`config.mk`:
```
export PLATFORM = sky130hd
export DESIGN_NAME = systolic_grid_seq
export DESIGN_NICKNAME = d
export VERILOG_FILES = /design/src/rtl/systolic_grid_seq.sv
export SDC_FILE = /design/constraint.sdc
export NUM_CORES = 2
export LEC_CHECK = 0
export ABC_AREA = 0
export CORE_ASPECT_RATIO = 0.7
export CORE_MARGIN = 2
export CORE_UTILIZATION = 23
export CTS_BUF_LIST = sky130_fd_sc_hd__clkbuf_8
export DETAILED_ROUTE_END_ITERATION = 7
export GPL_ROUTABILITY_DRIVEN = 1
export PLACE_DENSITY = 0.41
export SETUP_SLACK_MARGIN = 0.5
export SKIP_CTS_REPAIR_TIMING = 1
export SLEW_MARGIN = 40
export SYNTH_ARGS = -nofsm -noshare
export SYNTH_HDL_FRONTEND = slang
export SYNTH_SLANG_ARGS = --single-unit
```
`constraint.sdc`:
```
create_clock -name clk -period 39.1 [get_ports clk]
set_input_delay 3.91 -clock clk [delete_from_list [all_inputs] [get_ports clk]]
set_output_delay 3.91 -clock clk [all_outputs]
set_load 0.03 [all_outputs]
```
`src/rtl/systolic_grid_seq.sv`:
```
// systolic_grid_seq: weight-stationary ROWS x COLS MAC array with input skew, output deskew and load/stream/drain control.
// Latency: a vector accepted at edge k shows on out_* after edge k+ROWS+COLS; one vector per cycle.
// Backpressure: none on the output side; input is gated only by in_ready (high in STREAM), the array never stalls.
module systolic_grid_seq #(
  parameter int ROWS         = 4,
  parameter int COLS         = 4,
  parameter int DATA_WIDTH   = 8,
  parameter int RESULT_WIDTH = 32,
  parameter int SIGNED       = 1
) (
  input  logic                         clk,
  input  logic                         reset,
  input  logic                         start_load,
  input  logic                         w_valid,
  output logic                         w_ready,
  input  logic [COLS*DATA_WIDTH-1:0]   w_data,
  input  logic                         in_valid,
  output logic                         in_ready,
  input  logic                         in_last,
  input  logic [ROWS*DATA_WIDTH-1:0]   in_data,
  output logic                         out_valid,
  output logic                         out_last,
  output logic [COLS*RESULT_WIDTH-1:0] out_data,
  output logic                         busy,
  output logic                         done
);
  localparam int RCW  = (ROWS > 1) ? $clog2(ROWS) : 1;
  localparam int DCW  = $clog2(ROWS + COLS);
  localparam int TAGD = ROWS + COLS;

  typedef enum logic [1:0] {IDLE, LOAD, STREAM, DRAIN} state_t;

  state_t                  state;
  logic [RCW-1:0]          row_cnt;
  logic [DCW-1:0]          drain_cnt;

  logic [DATA_WIDTH-1:0]   w_mem    [ROWS][COLS];
  logic [DATA_WIDTH-1:0]   skew_out [ROWS];
  logic [DATA_WIDTH-1:0]   act_in   [ROWS][COLS];
  logic [DATA_WIDTH-1:0]   act_q    [ROWS][COLS-1];
  logic [RESULT_WIDTH-1:0] sum_in   [ROWS][COLS];
  logic [RESULT_WIDTH-1:0] sum_q    [ROWS][COLS];
  logic [RESULT_WIDTH-1:0] desk_out [COLS];
  logic [COLS*RESULT_WIDTH-1:0] desk_flat;
  logic [1:0]              tag_q    [TAGD];  // {last, valid}

  logic                        accept;
  logic [ROWS*DATA_WIDTH-1:0]  inj_data;

  assign accept   = in_valid & in_ready;
  assign inj_data = accept ? in_data : '0;

  // Product widened to the accumulator before multiplying, so the sum wraps mod 2^RESULT_WIDTH.
  function automatic logic [RESULT_WIDTH-1:0] mul(input logic [DATA_WIDTH-1:0] a,
                                                  input logic [DATA_WIDTH-1:0] b);
    if (SIGNED != 0) mul = RESULT_WIDTH'($signed(a)) * RESULT_WIDTH'($signed(b));
    else             mul = RESULT_WIDTH'(a) * RESULT_WIDTH'(b);
  endfunction

  // Controller: IDLE -> LOAD (ROWS weight beats) -> STREAM (until in_last) -> DRAIN (flush) -> IDLE.
  always_ff @(posedge clk or posedge reset) begin
    if (reset) begin
      state     <= IDLE;
      row_cnt   <= '0;
      drain_cnt <= '0;
      w_ready   <= 1'b0;
      in_ready  <= 1'b0;
      busy      <= 1'b0;
      done      <= 1'b0;
    end else begin
      done <= 1'b0;
      case (state)
        IDLE: if (start_load) begin
          state   <= LOAD;
          row_cnt <= '0;
          w_ready <= 1'b1;
          busy    <= 1'b1;
        end
        LOAD: if (w_valid) begin
          row_cnt <= row_cnt + 1'b1;
          if (row_cnt == RCW'(ROWS - 1)) begin
            state    <= STREAM;
            w_ready  <= 1'b0;
            in_ready <= 1'b1;
          end
        end
        STREAM: if (accept && in_last) begin
          state     <= DRAIN;
          in_ready  <= 1'b0;
          drain_cnt <= '0;
        end
        DRAIN: begin
          drain_cnt <= drain_cnt + 1'b1;
          // Exits on the same edge the last result reaches out_data.
          if (drain_cnt == DCW'(ROWS + COLS - 1)) begin
            state <= IDLE;
            busy  <= 1'b0;
            done  <= 1'b1;
          end
        end
        default: state <= IDLE;
      endcase
    end
  end

  // Weight store: beat k writes row k; contents persist until the next load.
  always_ff @(posedge clk or posedge reset) begin
    if (reset) begin
      for (int r = 0; r < ROWS; r++)
        for (int c = 0; c < COLS; c++) w_mem[r][c] <= '0;
    end else if (w_valid && w_ready) begin
      for (int c = 0; c < COLS; c++) w_mem[row_cnt][c] <= w_data[c*DATA_WIDTH +: DATA_WIDTH];
    end
  end

  for (genvar r = 0; r < ROWS; r++) begin : g_skew
    logic [DATA_WIDTH-1:0] sk [r+1];
    // Row r is held r extra cycles so it meets the partial sum coming down from row r-1.
    always_ff @(posedge clk or posedge reset) begin
      if (reset) begin
        for (int i = 0; i <= r; i++) sk[i] <= '0;
      end else begin
        sk[0] <= inj_data[r*DATA_WIDTH +: DATA_WIDTH];
        for (int i = 1; i <= r; i++) sk[i] <= sk[i-1];
      end
    end
    assign skew_out[r] = sk[r];
  end

  // Cell inputs: activations flow right along a row, partial sums flow down a column.
  always_comb begin
    for (int r = 0; r < ROWS; r++) begin
      act_in[r][0] = skew_out[r];
      for (int c = 1; c < COLS; c++) act_in[r][c] = act_q[r][c-1];
    end
    for (int c = 0; c < COLS; c++) sum_in[0][c] = '0;
    for (int r = 1; r < ROWS; r++)
      for (int c = 0; c < COLS; c++) sum_in[r][c] = sum_q[r-1][c];
  end

  // MAC cells: every cell advances every cycle, bubbles are simply zero operands.
  always_ff @(posedge clk or posedge reset) begin
    if (reset) begin
      for (int r = 0; r < ROWS; r++) begin
        for (int c = 0; c < COLS - 1; c++) act_q[r][c] <= '0;
        for (int c = 0; c < COLS; c++) sum_q[r][c] <= '0;
      end
    end else begin
      for (int r = 0; r < ROWS; r++) begin
        for (int c = 0; c < COLS - 1; c++) act_q[r][c] <= act_in[r][c];
        for (int c = 0; c < COLS; c++) sum_q[r][c] <= sum_in[r][c] + mul(act_in[r][c], w_mem[r][c]);
      end
    end
  end

  for (genvar c = 0; c < COLS; c++) begin : g_desk
    localparam int D = COLS - 1 - c;
    if (D == 0) begin : g_pass
      assign desk_out[c] = sum_q[ROWS-1][c];
    end else begin : g_dly
      logic [RESULT_WIDTH-1:0] dq [D];
      // Early columns wait for the rightmost column so the vector leaves aligned.
      always_ff @(posedge clk or posedge reset) begin
        if (reset) begin
          for (int i = 0; i < D; i++) dq[i] <= '0;
        end else begin
          dq[0] <= sum_q[ROWS-1][c];
          for (int i = 1; i < D; i++) dq[i] <= dq[i-1];
        end
      end
      assign desk_out[c] = dq[D-1];
    end
  end

  // Flatten the aligned column sums.
  always_comb begin
    desk_flat = '0;
    for (int c = 0; c < COLS; c++) desk_flat[c*RESULT_WIDTH +: RESULT_WIDTH] = desk_out[c];
  end

  // Valid/last tags ride alongside the data with the same total delay; output holds its last valid value.
  always_ff @(posedge clk or posedge reset) begin
    if (reset) begin
      for (int i = 0; i < TAGD; i++) tag_q[i] <= '0;
      out_valid <= 1'b0;
      out_last  <= 1'b0;
      out_data  <= '0;
    end else begin
      tag_q[0] <= {accept & in_last, accept};
      for (int i = 1; i < TAGD; i++) tag_q[i] <= tag_q[i-1];
      out_valid <= tag_q[TAGD-1][0];
      out_last  <= tag_q[TAGD-1][0] & tag_q[TAGD-1][1];
      if (tag_q[TAGD-1][0]) out_data <= desk_flat;
    end
  end
endmodule

```
Word level (Yosys, flattened, before mapping). Cells that the tools add are included.

Register bits: 1101. Memories: 0. RAM bits: 0. Input bits: 70. Output and inout port bits: 134. Memory bits (read-only): 0. Latch bits: 0.

Order comparisons: 2. Shift-type cells: 0. Add/subtract/negate cells: 14. Reductions and logical operators: 14. Bitwise operators: 4. Mux-type cells: 36. Multiply operators: 16. Div/mod/pow operators: 0. Equality and inequality tests: 10.

Operator list (count): bitwise mux 128 bit (4); adder 32 bit (8); demux 32 bit (select 2 bit) (4); multiplier 8 x 8 -> 16 bit (16); adder 16 x 16 -> 17 bit (4); two-way mux 32 bit (2); two-way mux 24 bit (1); two-way mux 16 bit (1); two-way mux 2 bit (7); != test 2 bit, second input constant (5); two-way mux 1 bit (9); two-way mux 8 bit (1); case mux 2 bit (4 select lines) (1); AND reduction 4 bit (2); nonzero test 2 bit (4); equality test 2 bit, second input constant (3); case mux 1 bit (2 select lines) (3); case mux 3 bit (2 select lines) (1); AND reduction 3 bit (2); AND reduction 5 bit (1); case mux 2 bit (2 select lines) (1); adder 3 x 1 -> 3 bit, second input constant (1); bitwise AND 1 bit (3); equality test 3 bit, second input constant (1); 9 further kinds (11).

Depth between registers and ports, before layout.
Depth after elaboration: 9. Depth in mapped cells: 29.

Least setup slack after synthesis. No wires, ideal clock.

Kind: register to register. Start point: register g_skew[3].sk (netlist bit act_in[29]). End point: register, netlist name sum_q[126]. Clock period less this slack: 6.577 ns. Arrival: 6.497 ns. Path slack: 32.523 ns. Data required time: 39.020 ns. Cell stages (with the launch flop): 27. Cell sequence: dfrtp_1 and2_1 fa_1 inv_1 fa_1 inv_1 fa_1 inv_1 fa_1 inv_1 ha_1 o21ai_1 nor2_1 o41ai_2 o2111ai_1 o211ai_1 xnor2_1 ha_1 clkbuf_1 a21oi_1 nor2b_1 or4_1 o21ai_0 a21oi_1 a221o_1 a21oi_1 xnor2_1.

Cells in the longest elaborated chain, start to end: 2.

Ends and longest elaborated chain: from (decl) (line 117) `logic [DATA_WIDTH-1:0] sk [r+1];`; multiplier 8 x 8 -> 16 bit (line 56) `if (SIGNED != 0) mul = RESULT_WIDTH'($signed(a)) * RESULT_WIDTH'($signed(b));`; adder 32 bit (line 151) `for (int c = 0; c < COLS; c++) sum_q[r][c] <= sum_in[r][c] + mul(act_in[r][c], w_mem[r][c]);`.

No other way between the ends. A chain may end at the register's enable or synchronous reset.

Final worst setup path.
Start point: register g_skew[3].sk (netlist bit act_in[29]). End point: register, netlist name sum_q[127].

Cells in the longest elaborated chain, start to end: 2.

Ends and longest elaborated chain (line): multiplier 8 x 8 -> 16 bit (56); adder 32 bit (151).

No other way between the ends.

==> impl_metrics.yaml <==
worst_hold_path:
  hold_depth: 0
  hold_class: "flop to flop"
  min_from: "sum_q[92]"
  hold_end: "g_desk[1].g_dly.dq[60]"
sta:
  report.final.setup_viol: 0
  fin_crit_ns: 7.03
  slew_viol_final: 0
  timing.setup.tns_ns: 0
  hold_viol_final: 0
  slew-limit-headroom_pct: 45.2
  fin_crit_sh_pct: 18.0
  fmax_mhz: 142
  rsz0062_at_grt: "no"
  worst_pin_slew_ns: 0.821
  finalClockSkew_ns: 0.0728
drt:
  wl_per_cell_um: 15.6
  vias_per_cell: 3.96
  drc_errors: 0
  drtIter0Drc: 2288
  drt-total-wl_um: 195000
  drt_pass1_iterations: 5
  detail-route-antenna-nets: 0
  num_vias: 49400
global_routing:
  grt_pass1_wl_um: 315000
  grt_max_degree: 99
  grt_pass1_vias: 53700
  grt.total_usage_pct: 11.2
  grt.overflow.total: 0
  grt_antenna_before_repair: 43
floorplan:
  die_area_um2: 355000
  std_cell_rows: 181
  die_h_um: 499
  core_um2: 348000
  start_util_pct: 23.2
  num_io_pins: 204
  die_width_um: 712
yosys:
  synth.yosys.seq_area_share_pct: 32.3
  ys_seq_elements: 1041
  synth_edf_count: 0
  synth_area_um2: 80600
  synth_top_family_by_area: "adder cells"
  syn_area_per_cell_um2: 11.0
  synth-adder-area-share_pct: 35.3
  yosys_warnings: 0
  ys_types: 82
  synth_compound_gate_area_share_pct: 6.33
  async_reset_ff_share_pct: 100
  ys.flop_type: "dfrtp_1"
  syn-num-nets: 9063
  synthCells: 7303
  synth-simple-area-share_pct: 10.7
  synth-xor-area-share_pct: 4.61
  synthMuxAreaShare_pct: 3.78
setup_path:
  crit_type: "flop to flop"
  slowest_delay_ns: 0.54
  r2r-start: "act_in[29]"
  worst_setup_path_end_kind: "flop"
  required_ns: 39.90
  reg2regPathDepth: 27
  slowest_stage: "fa_1"
  start_kind: "flop"
  cp.arrival_ns: 7.83
  crit_top_cell: "inv_1"
  reg2reg_slack_ns: 32.07
  cp_max_fo: 9
  r2r-end: "sum_q[127]"
flow_run:
  drv_cap: 0
status:
  status: "completed"
cts:
  cts_sinks: 1041
  cts_buffers: 191
  clk_pin_slew_ns: 0.06
  clk-insertion-delay-late_ns: 0.96
  h-tree-depth: 4
  cts_tree: "done"
  cts_max_path_buffers: 4
  clockRootBuffer: "clkbuf_8"
finish:
  drive_gt1_share_pct: 8.23
  syn_to_final_growth_pct: 15.2
  multi_input_area_um2: 49000
  fillers: 36700
  layout_commonest_cell: "inv_1"
  ff_latch_area_um2: 26100
  nets: 9412
  layout_common_cells: "1466 x inv_1, 1040 x dfrtp_1, 972 x fa_1, 718 x ha_1, 627 x and2_1"
place:
  gp_congestion: 0.817
  dp_hpwl_um: 159000
  io_buffers: 203
how the worst max path moves through the flow:
stage | start | end | slack [ns] | cells after the start
final | act_in[29] | sum_q[127] | 32.07 | 27
after global routing | act_in[29] | sum_q[127] | 31.58 | 27
after CTS | w_mem[2] | desk_flat[126] | 31.92 | 23
after detailed placement | reset | out_data[102] | 31.75 | 5
after global placement | reset | desk_flat[100] | 31.51 | 5
after floorplan | reset | act_in[0] | 5.89 | 1
synthesized netlist by cell type, drive strengths merged, types with 28 or more instances:
library cell | instances | area share, %
nor3 | 58 | 0.37
nand2b | 82 | 0.64
dfrtp | 1041 | 32
and2 | 627 | 4.9
fa | 972 | 24
nand2 | 393 | 1.8
nor2b | 95 | 0.74
a211oi | 28 | 0.29
o21ai | 139 | 0.87
xor2 | 77 | 0.84
xnor2 | 345 | 3.7
and3 | 61 | 0.47
inv | 1423 | 6.6
a21oi | 216 | 1.4
clkbuf | 64 | 0.30
mux2 | 268 | 3.7
o21a | 29 | 0.27
ha | 718 | 11
o21bai | 68 | 0.63
nor2 | 184 | 0.86
a21o | 93 | 0.87
nand3 | 73 | 0.45
routing by layer:
metal	vias to the layer above	global-route usage, %	routed length (µm)	share of wire [%]
li1	23700	-	-	-
met4	2	2.55	3950	2.0
met1	24700	17.7	106000	54
met3	241	2.13	9400	4.8
met5	-	0	14	0.0072
met2	753	15.4	75600	39
metrics by stage:
stage          util, %  instances  hold WS, ns  cell area [µm²]  setup WS [ns]
4_1_cts           26.6      12500        0.325            92700          31.92
3_3_place_gp      25.4      12100        0.334            88400          31.51
5_1_grt           26.7      12500        0.343            92800          31.58
6_report          26.7      12500        0.334            92900          32.07
2_1_floorplan        -       7303        0.331            80600           5.89
3_5_place_dp      25.4      12100        0.335            88600          31.75
kinds of logic (layout without fill, tap and decap cells):
group / count (synthesis) / after routing
other: 0 / 11
AND/OR/NAND/NOR: 1629 / 1629
AO/OA/AOI/OAI: 751 / 751
multiplexers: 271 / 271
flip-flops: 1041 / 1041
XOR/XNOR: 423 / 423
buffers and inverters: 1498 / 1991
adder cells (fa/ha/maj): 1690 / 1690
critical path: cells and delay by family (launching register included):
kind                     cells  cell delay, ns
AO/OA/AOI/OAI               13            3.03
XOR/XNOR                     1            0.18
adder cells (fa/ha/maj)      6            2.60
buffers and inverters        5            0.25
flip-flops                   1            0.51
AND/OR/NAND/NOR              2            0.29
registers in the layout, indices dropped and copies added, names as in the netlist:
register and count:
act_in 120, g_skew.sk 56, in_ready 1, row_cnt 2, state 2, out_data 128, done 1, sum_q 96
w_ready 1, tag_q 16, busy 1, desk_flat 96, w_mem 128, out_last 1, sum_in 260, g_desk.g_dly.dq 128
drain_cnt 3, out_valid 1
cell type report:
class / instances / share of cell area [%]
clock buffer: 234 / 3.47
antenna: 11 / 0.0296
multi-input combinational: 4764 / 52.8
clock inverter: 103 / 1.01
sequential: 1041 / 28.1
tap: 4666 / 6.29
inverter: 1424 / 5.76
timing repair buffer: 230 / 2.57
Power is not shown: default switching activity piles up to over one toggle a cycle in this logic, so the estimate is an artifact.
